File: config.mk
export PLATFORM = sky130hd
export DESIGN_NAME = transf_lineal_inv
export DESIGN_NICKNAME = d
export VERILOG_FILES = /design/src/rtl/transf_lineal_inv.sv
export SDC_FILE = /design/constraint.sdc
export NUM_CORES = 2
export LEC_CHECK = 0
export ABC_AREA = 0
export BUFFER_PORTS_ARGS = -buffer_cell sky130_fd_sc_hd__buf_2
export CAP_MARGIN = 20
export CELL_PAD_IN_SITES_DETAIL_PLACEMENT = 1
export CELL_PAD_IN_SITES_GLOBAL_PLACEMENT = 1
export CORE_ASPECT_RATIO = 1.75
export CORE_MARGIN = 4
export CORE_UTILIZATION = 52
export DETAILED_ROUTE_END_ITERATION = 10
export PLACE_DENSITY_LB_ADDON = 0.1
export RECOVER_POWER = 50
export SLEW_MARGIN = 20
export SYNTH_ARGS = -nofsm -noshare
export SYNTH_HDL_FRONTEND = slang
export SYNTH_SLANG_ARGS = --single-unit
export TNS_END_PERCENT = 5
File: constraint.sdc
create_clock -name clk -period 26 [get_ports clk]
set_input_delay 1.3 -clock clk [delete_from_list [all_inputs] [get_ports clk]]
set_output_delay 1.3 -clock clk [all_outputs]
set_load 0.005 [all_outputs]
File: src/rtl/transf_lineal_inv.sv
// Inverse planar rotation: world-frame Q13 acceleration back to body-frame 16-bit counts.
// One shared 32x16 multiplier, 6-state FSM. Define TLINV_ROUND_EN for round-half-up before each shift.
module transf_lineal_inv #(
  parameter int FRAC = 13
) (
  input  logic               clk,
  input  logic               rst,
  input  logic               enable,
  input  logic signed [31:0] XAc,
  input  logic signed [31:0] YAc,
  input  logic signed [31:0] ZAc,
  input  logic signed [15:0] sdseno,
  input  logic signed [15:0] sdcoseno,
  output logic signed [15:0] AcX,
  output logic signed [15:0] AcY,
  output logic signed [15:0] AcZ,
  output logic               Busy,
  output logic               Done
);

  localparam logic [2:0] IDLE = 3'd0;
  localparam logic [2:0] M0   = 3'd1;
  localparam logic [2:0] M1   = 3'd2;
  localparam logic [2:0] M2   = 3'd3;
  localparam logic [2:0] M3   = 3'd4;
  localparam logic [2:0] FIN  = 3'd5;

  localparam int SH = 2 * FRAC;

`ifdef TLINV_ROUND_EN
  localparam logic signed [49:0] RND_XY = 50'sd1 <<< (SH - 1);
  localparam logic signed [49:0] RND_Z  = 50'sd1 <<< (FRAC - 1);
`else
  localparam logic signed [49:0] RND_XY = 50'sd0;
  localparam logic signed [49:0] RND_Z  = 50'sd0;
`endif

  typedef struct packed {
    logic signed [31:0] x;
    logic signed [31:0] y;
    logic signed [31:0] z;
    logic signed [15:0] s;
    logic signed [15:0] c;
  } req_t;

  req_t               req;
  logic [2:0]         state;
  logic signed [49:0] acc;
  logic signed [15:0] xres;

  logic signed [31:0] op_a;
  logic signed [15:0] op_b;
  logic signed [47:0] prod;
  logic signed [49:0] prod_ext;
  logic signed [49:0] acc_sh;
  logic signed [49:0] z_ext;
  logic signed [49:0] z_sh;

  function automatic logic signed [15:0] sat16(input logic signed [49:0] v);
    if (v > 50'sd32767)       return 16'sh7fff;
    else if (v < -50'sd32768) return 16'sh8000;
    else                      return v[15:0];
  endfunction

  // Operand schedule for the shared multiplier: cX, sY, cY, sX.
  always_comb begin
    op_a = req.x;
    op_b = req.c;
    case (state)
      M0:      begin op_a = req.x; op_b = req.c; end
      M1:      begin op_a = req.y; op_b = req.s; end
      M2:      begin op_a = req.y; op_b = req.c; end
      M3:      begin op_a = req.x; op_b = req.s; end
      default: begin op_a = req.x; op_b = req.c; end
    endcase
  end

  assign prod     = op_a * op_b;
  assign prod_ext = {{2{prod[47]}}, prod};
  assign acc_sh   = (acc + RND_XY) >>> SH;
  assign z_ext    = {{18{req.z[31]}}, req.z};
  assign z_sh     = (z_ext + RND_Z) >>> FRAC;

  always_ff @(posedge clk) begin
    if (rst) begin
      state <= IDLE;
      req   <= '0;
      acc   <= '0;
      xres  <= '0;
      AcX   <= '0;
      AcY   <= '0;
      AcZ   <= '0;
      Busy  <= 1'b0;
      Done  <= 1'b0;
    end else begin
      Done <= 1'b0;
      case (state)
        IDLE: if (enable) begin
          req   <= '{x: XAc, y: YAc, z: ZAc, s: sdseno, c: sdcoseno};
          state <= M0;
          Busy  <= 1'b1;
        end
        M0: begin
          acc   <= prod_ext;
          state <= M1;
        end
        M1: begin
          acc   <= acc + prod_ext;
          state <= M2;
        end
        M2: begin
          xres  <= sat16(acc_sh);
          acc   <= prod_ext;
          state <= M3;
        end
        M3: begin
          acc   <= acc - prod_ext;
          state <= FIN;
        end
        FIN: begin
          AcX   <= xres;
          AcY   <= sat16(acc_sh);
          AcZ   <= sat16(z_sh);
          Done  <= 1'b1;
          Busy  <= 1'b0;
          state <= IDLE;
        end
        default: begin
          Busy  <= 1'b0;
          state <= IDLE;
        end
      endcase
    end
  end

endmodule

After elaboration in Yosys (flattened, before gate mapping)

Cells that the tools add are included.

Input bits: 131
Register bits: 247
Word-level logic and storage cells: 47
Output and inout bits: 50

Reductions and logical operators: 8
Order comparisons: 4
Multiply operators: 1
Muxes and demuxes: 12
Equal/unequal tests: 6
Add/sub/neg operators: 2
Bitwise logic cells: 1

Operators by type and width:

| kind                                                         | count |
|---|---|
| one-hot mux 50 bit (3 select lines)                          | 1 |
| two-way mux 16 bit                                           | 5 |
| adder 50 x 48 -> 50 bit                                      | 1 |
| subtractor 50 x 48 -> 50 bit                                 | 1 |
| multiplier 32 x 16 -> 48 bit                                 | 1 |
| two-way mux 32 bit                                           | 1 |
| > comparator 24 x 16 -> 1 bit, second input constant         | 1 |
| less-than comparator 24 x 16 -> 1 bit, second input constant | 1 |
| > comparator 19 x 16 -> 1 bit, second input constant         | 1 |
| less-than comparator 19 x 16 -> 1 bit, second input constant | 1 |
| one-hot mux 3 bit (5 select lines)                           | 1 |
| == test 3 x 2 -> 1 bit, second input constant                | 2 |
| == test 3 bit, second input constant                         | 2 |
| OR reduction 2 bit                                           | 3 |
| AND reduction 2 bit                                          | 2 |
| OR reduction 4 bit                                           | 1 |
| == test 3 x 1 -> 1 bit, second input constant                | 1 |
| logical NOT 3 bit                                            | 1 |
| two-way mux 3 bit                                            | 1 |
| nonzero test 3 bit                                           | 1 |
| two-way mux 1 bit                                            | 2 |
| != test 2 bit, second input constant                         | 1 |
| one-hot mux 1 bit (2 select lines)                           | 1 |
| inverter 1 bit                                               | 1 |

Longest topological paths before layout

Depth in word-level cells: 6
Gate-level depth with buffers: 46
Mapped depth without buffers: 41

Least setup slack after synthesis

No wires, ideal clock.

Path type: reg-to-reg
Start point: register state[1]
End point: register acc[49]
Stages on the path, launching flop included: 43
Period minus slack after synthesis: 10,737 ps
Slack: 15,263 ps
Required time: 25,934 ps
Buffers on the path: 6
Setup time: 66 ps
Arrival: 10,671 ps
Cell sequence: dfxtp_1 buf_2 nand2b_1 clkbuf_1 buf_1 buf_1 mux2i_1 nor2_1 fa_1 inv_1 fa_1 fa_1 inv_1 fa_1 fa_1 inv_1 fa_1 inv_1 [... 7 more ...] or3_1 a21boi_1 nor2_1 or4_4 nor4_4 a21oi_1 xor2_1 ha_1 a21oi_1 nor2b_1 o21ai_0 nand2b_1 a21oi_1 o211ai_1 or3b_2 or3_2 o311a_1 a21oi_2

Word-level cells in the longest chain between the ends: 6
Elaborated cells between the ends (all ways): 14
Classes of those cells: 2 x add/sub; 1 x mul; 4 x eq/ne; 3 x mux; 4 x reduce/logical

RTL lines:

| what                                                                    | RTL line | RTL |
|---|---|---|
| start, declared                                                         | 47       | `logic [2:0] state;` |
| start signal, assigned                                                  | 86       | `state <= IDLE;` |
| start signal, assigned                                                  | 100      | `state <= M0;` |
| start signal, assigned                                                  | 105      | `state <= M1;` |
| == test 3 x 2 -> 1 bit or == test 3 bit (tied branches)                 | 69, 97   |  |
| OR reduction 2 bit (no line)                                            | n/a      |  |
| two-way mux 32 bit or two-way mux 16 bit (tied branches)                | 69       | `case (state)` |
| multiplier 32 x 16 -> 48 bit                                            | 78       | `assign prod = op_a * op_b;` |
| subtractor 50 x 48 -> 50 bit or adder 50 x 48 -> 50 bit (tied branches) | 117, 108 |  |
| one-hot mux 50 bit (3 select lines)                                     | 97       | `case (state)` |
| end signal, assigned                                                    | 104      | `acc <= prod_ext;` |
| end signal, assigned                                                    | 108      | `acc <= acc + prod_ext;` |
| end signal, assigned                                                    | 117      | `acc <= acc - prod_ext;` |
| end, declared                                                           | 48       | `logic signed [49:0] acc;` |

Several ways; a longest one is shown, not always the timed one.
A chain may end at the register's enable or synchronous reset.

Worst setup path after layout

Start point: register state[2]
End point: register acc[49]

Same word-level chain as after synthesis.

==> key figures <==
Clock network
  • CTS Sinks: 234
  • CTS H-tree lvls: 1
  • Post_cts resized: 0
  • Clk slew on worst S/H paths: 70 ps
  • Root Buffer: clkbuf_16
  • Postcts setup bufs: 0
  • Hold buffers post-CTS: 0
  • Max Root-Sink Buffers: 3
  • Clk_lat worst skew: 610 ps
  • CTS tree: done
  • TritonCTS Buffers: 26

Yosys
  • Syn_area_per_cell: 8.06 um2
  • Post-Syn Instances: 3884
  • Yosys reg bits: 234
  • Post-synthesis xor/xnor area fraction: 0.0369
  • Proportion of synthesized area in mux cells: 0.0272
  • EDFF count, synth: 0
  • Cell variety after synth: approximately 100
  • Post-Synth Adder-Cell Area: 0.377
  • Compound-cell area share of the yosys netlist: 0.135
  • Largest family of logic cells by synthesized area: adder cells
  • Synth Area in Simple Gates: 0.176
  • Synth Warn #: 0
  • Synth Cell Area: 31300 um2
  • Synth async-reset ratio: 0
  • Main flop type after synthesis: dfxtp_1
  • Register area share after synthesis: 0.150
  • Net Count, Synth: 4666

Timing
  • Final setup fails: 0
  • Final Max Slew Viols: 241
  • Layout Skew: 19.8 ps
  • Unrepaired setup endpoints after global routing: false
  • Sum Neg Setup Slack: 0 ps
  • Worst slew pin tran: 4720 ps
  • Period minus WS final: 13610 ps
  • Fin. Hold Viols: 0
  • Relative slew slack: -2.15
  • Tcrit/Tclk final: 0.524
  • F_max: 73.4 MHz

Final layout
  • Design area: roughly 34000 um2
  • FILL cells: 7429
  • Nets: 4723
  • Area delta synth->final: 7.34%
  • Final Non-Filler Cells: between 4000 and 5000
  • Most common cell after layout, fill and taps aside: nand2_1
  • Layout cells sized above 1: 0.0760
  • Commonest non-fill, non-tap cells in the layout: nand2_1 (739), inv_1 (607), fa_1 (487)

Die
  • Area of the core: 59400 um2
  • Die ar.: 64400 um2
  • Ports: about 180
  • Initial core utilization: 0.528
  • Site row count: 118
  • Die Y: 333 um
  • Die X: 193 um

Global routing
  • Pin count of the biggest net entering global routing: 109
  • GRT Util Overall: 0.340
  • Number of global-route vias before repair: 30800
  • Grt total ovfl: 0
  • Antenna violations before repair: 6
  • First-pass GRT wire length: 173000 um

Critical path
  • Worst reg2reg startpoint: state[2]
  • Setup CP Type: flip-flop to flip-flop
  • Worst Setup Start Kind: flip-flop
  • Reg2reg path depth: 40
  • Crit. End Element: flip-flop
  • Max stage delay cell, worst path: nand2_2
  • Crit path largest cell delay: 690 ps
  • Most frequent CP cell: fa_1
  • Req. time, crit path: around 27000 ps
  • Crit path DAT: 14120 ps
  • Crit Path Max Fanout: 46
  • Crit path launch: state[2]

Placed design
  • Placed insts: 4693
  • PortBufs: 167
  • Dpl cell area: 32800 um2
  • GP Congestion: between 0.9 and 1
  • Detail Placement HPWL: 86700 um

Detailed routing
  • DRC violations left: 0
  • Metal2 WL: around 58000 um
  • WL final: 110000 um
  • Met3 wire length: a little over 5000 um
  • Vias per cell: slightly below 6
  • DRT antenna net count: 0
  • DR iter-0 viols: 1419
  • Avg WL per Cell: between 20 and 25 um
  • Detailed-route via count: 27800
  • Pre-antenna DRT Iters: 8
  • M1 WL: 38700 um
  • Max layer used: met4

Power and ir drop
  • P_leak: 15.6 nW
  • Peak VDD IR: 0.0000599 V
  • Sw Pwr: 0.00112 W
  • Sw frac: 0.501
  • Power per cell area: 66.8 nW/um2
  • Flop pwr share: 0.191
  • Pint: 0.00112 W
  • Logic pwr share: 0.631
  • Clock group share of total power: 0.178

Worst hold path
  • HP Start: req[56]
  • Worst min path class: flip-flop to flip-flop
  • Worst Hold Path Cells: 2

Status
  • Status: finished with violations
  • Violated checks: capacitance limit, slew limit

Run
  • Max-Cap Viols: 3
per-layer routing:
layer  vias up  GRT usage
met2       872      0.633
li1      12400          -
met1     14100      0.371
met4         0      0.200
met3       388     0.0358
met5         -          0
final timing paths:
kind | endpoint | slack [ps]
worst max-delay path | acc[49] | 12390
worst min-delay path | req[56] | 450
worst max register to register | acc[49] | 12390
worst min register to register | req[56] | 450
state kept, by name, summed over array words and instances, names as in the netlist:
name	count
req	115
Done	1
Busy	1
xres	16
acc	50
AcX	16
AcZ	16
state	3
AcY	16
layout make-up:
cell class / instances / area, um2 / share of cell area
antenna: 4 / 10.0 / 0.000298
timing repair buffer: 214 / 1130 / 0.0337
tap: 780 / 976 / 0.0290
inverter: 607 / 2280 / 0.0678
clock buffer: 34 / 741 / 0.0220
multi-input combinational: 2858 / 23700 / 0.704
clock inverter: 12 / 133 / 0.00395
sequential: 234 / 4680 / 0.139
per-stage QoR:
stage | util | power (W) | setup WS (ps) | hold slack (ps)
floorplan | - | 0.00142 | 15260 | 432
global placement | 0.552 | 0.00179 | 12660 | 436
detailed placement | 0.552 | 0.00182 | 12520 | 445
CTS | 0.567 | 0.00224 | 12440 | 452
global route | 0.566 | 0.00240 | 11660 | 474
finish | 0.566 | 0.00224 | 12390 | 454
power groups by stage:
stage / clock network [W] / logic [W] / registers (W)
floorplan: 0 / 0.000996 / 0.000419
global placement: 0 / 0.00136 / 0.000433
detailed placement: 0 / 0.00139 / 0.000434
CTS: 0.000409 / 0.00141 / 0.000427
global route: 0.000422 / 0.00155 / 0.000431
finish: 0.000400 / 0.00142 / 0.000428
cells in the mapped netlist, types with 6 or more instances:
master     number  area (um2)
xnor2_1        74         648
and2_1         14        87.6
a31oi_1        18         113
inv_1         607        2280
or3_1           8        50.1
or2_2           8        50.1
o21ai_0       107         536
nor2_1        379        1420
clkbuf_1      157         589
xor2_1         56         490
and3_1         16         100
nor3_1         29         145
ha_1          164        2050
mux2_1         11         124
nor4_1          8        50.1
a211oi_1       24         180
a21o_1         61         458
nand3_1        25         125
mux2_2         22         248
nor2b_1        11        68.8
nand4_1        26         163
a2111oi_0       6        52.6
o31ai_1         7        52.6
mux2i_1        48         480
nand2_1       742        2790
nand2b_1       12        75.1
fa_1          487        9750
o211ai_1       17         128
a311oi_1       19         166
o21a_1         12        90.1
dfxtp_1       234        4680
o21bai_1       12        90.1
buf_1          11        41.3
and4_1          6        52.6
a221oi_1       11        96.3
a21oi_1       305        1530
critical path, delay by kind of cell (launching register included):
family | cells | cell delay (ps)
adders and majority gates | 8 | 3810
and+or+nand+nor | 12 | 4550
DFF | 1 | 650
buffers and inverters | 7 | 1330
xor gates and xnor gates | 2 | 630
AOI/OAI and AO/OA | 11 | 2460
cell families after synthesis:
kind of cell / Yosys count
and+or+nand+nor: 1321
muxes: 81
buffers and inverters: 792
AOI/OAI and AO/OA: 674
adders and majority gates: 651
xor gates and xnor gates: 131
DFF: 234
Note: power is estimated with default switching activity, not from simulation.
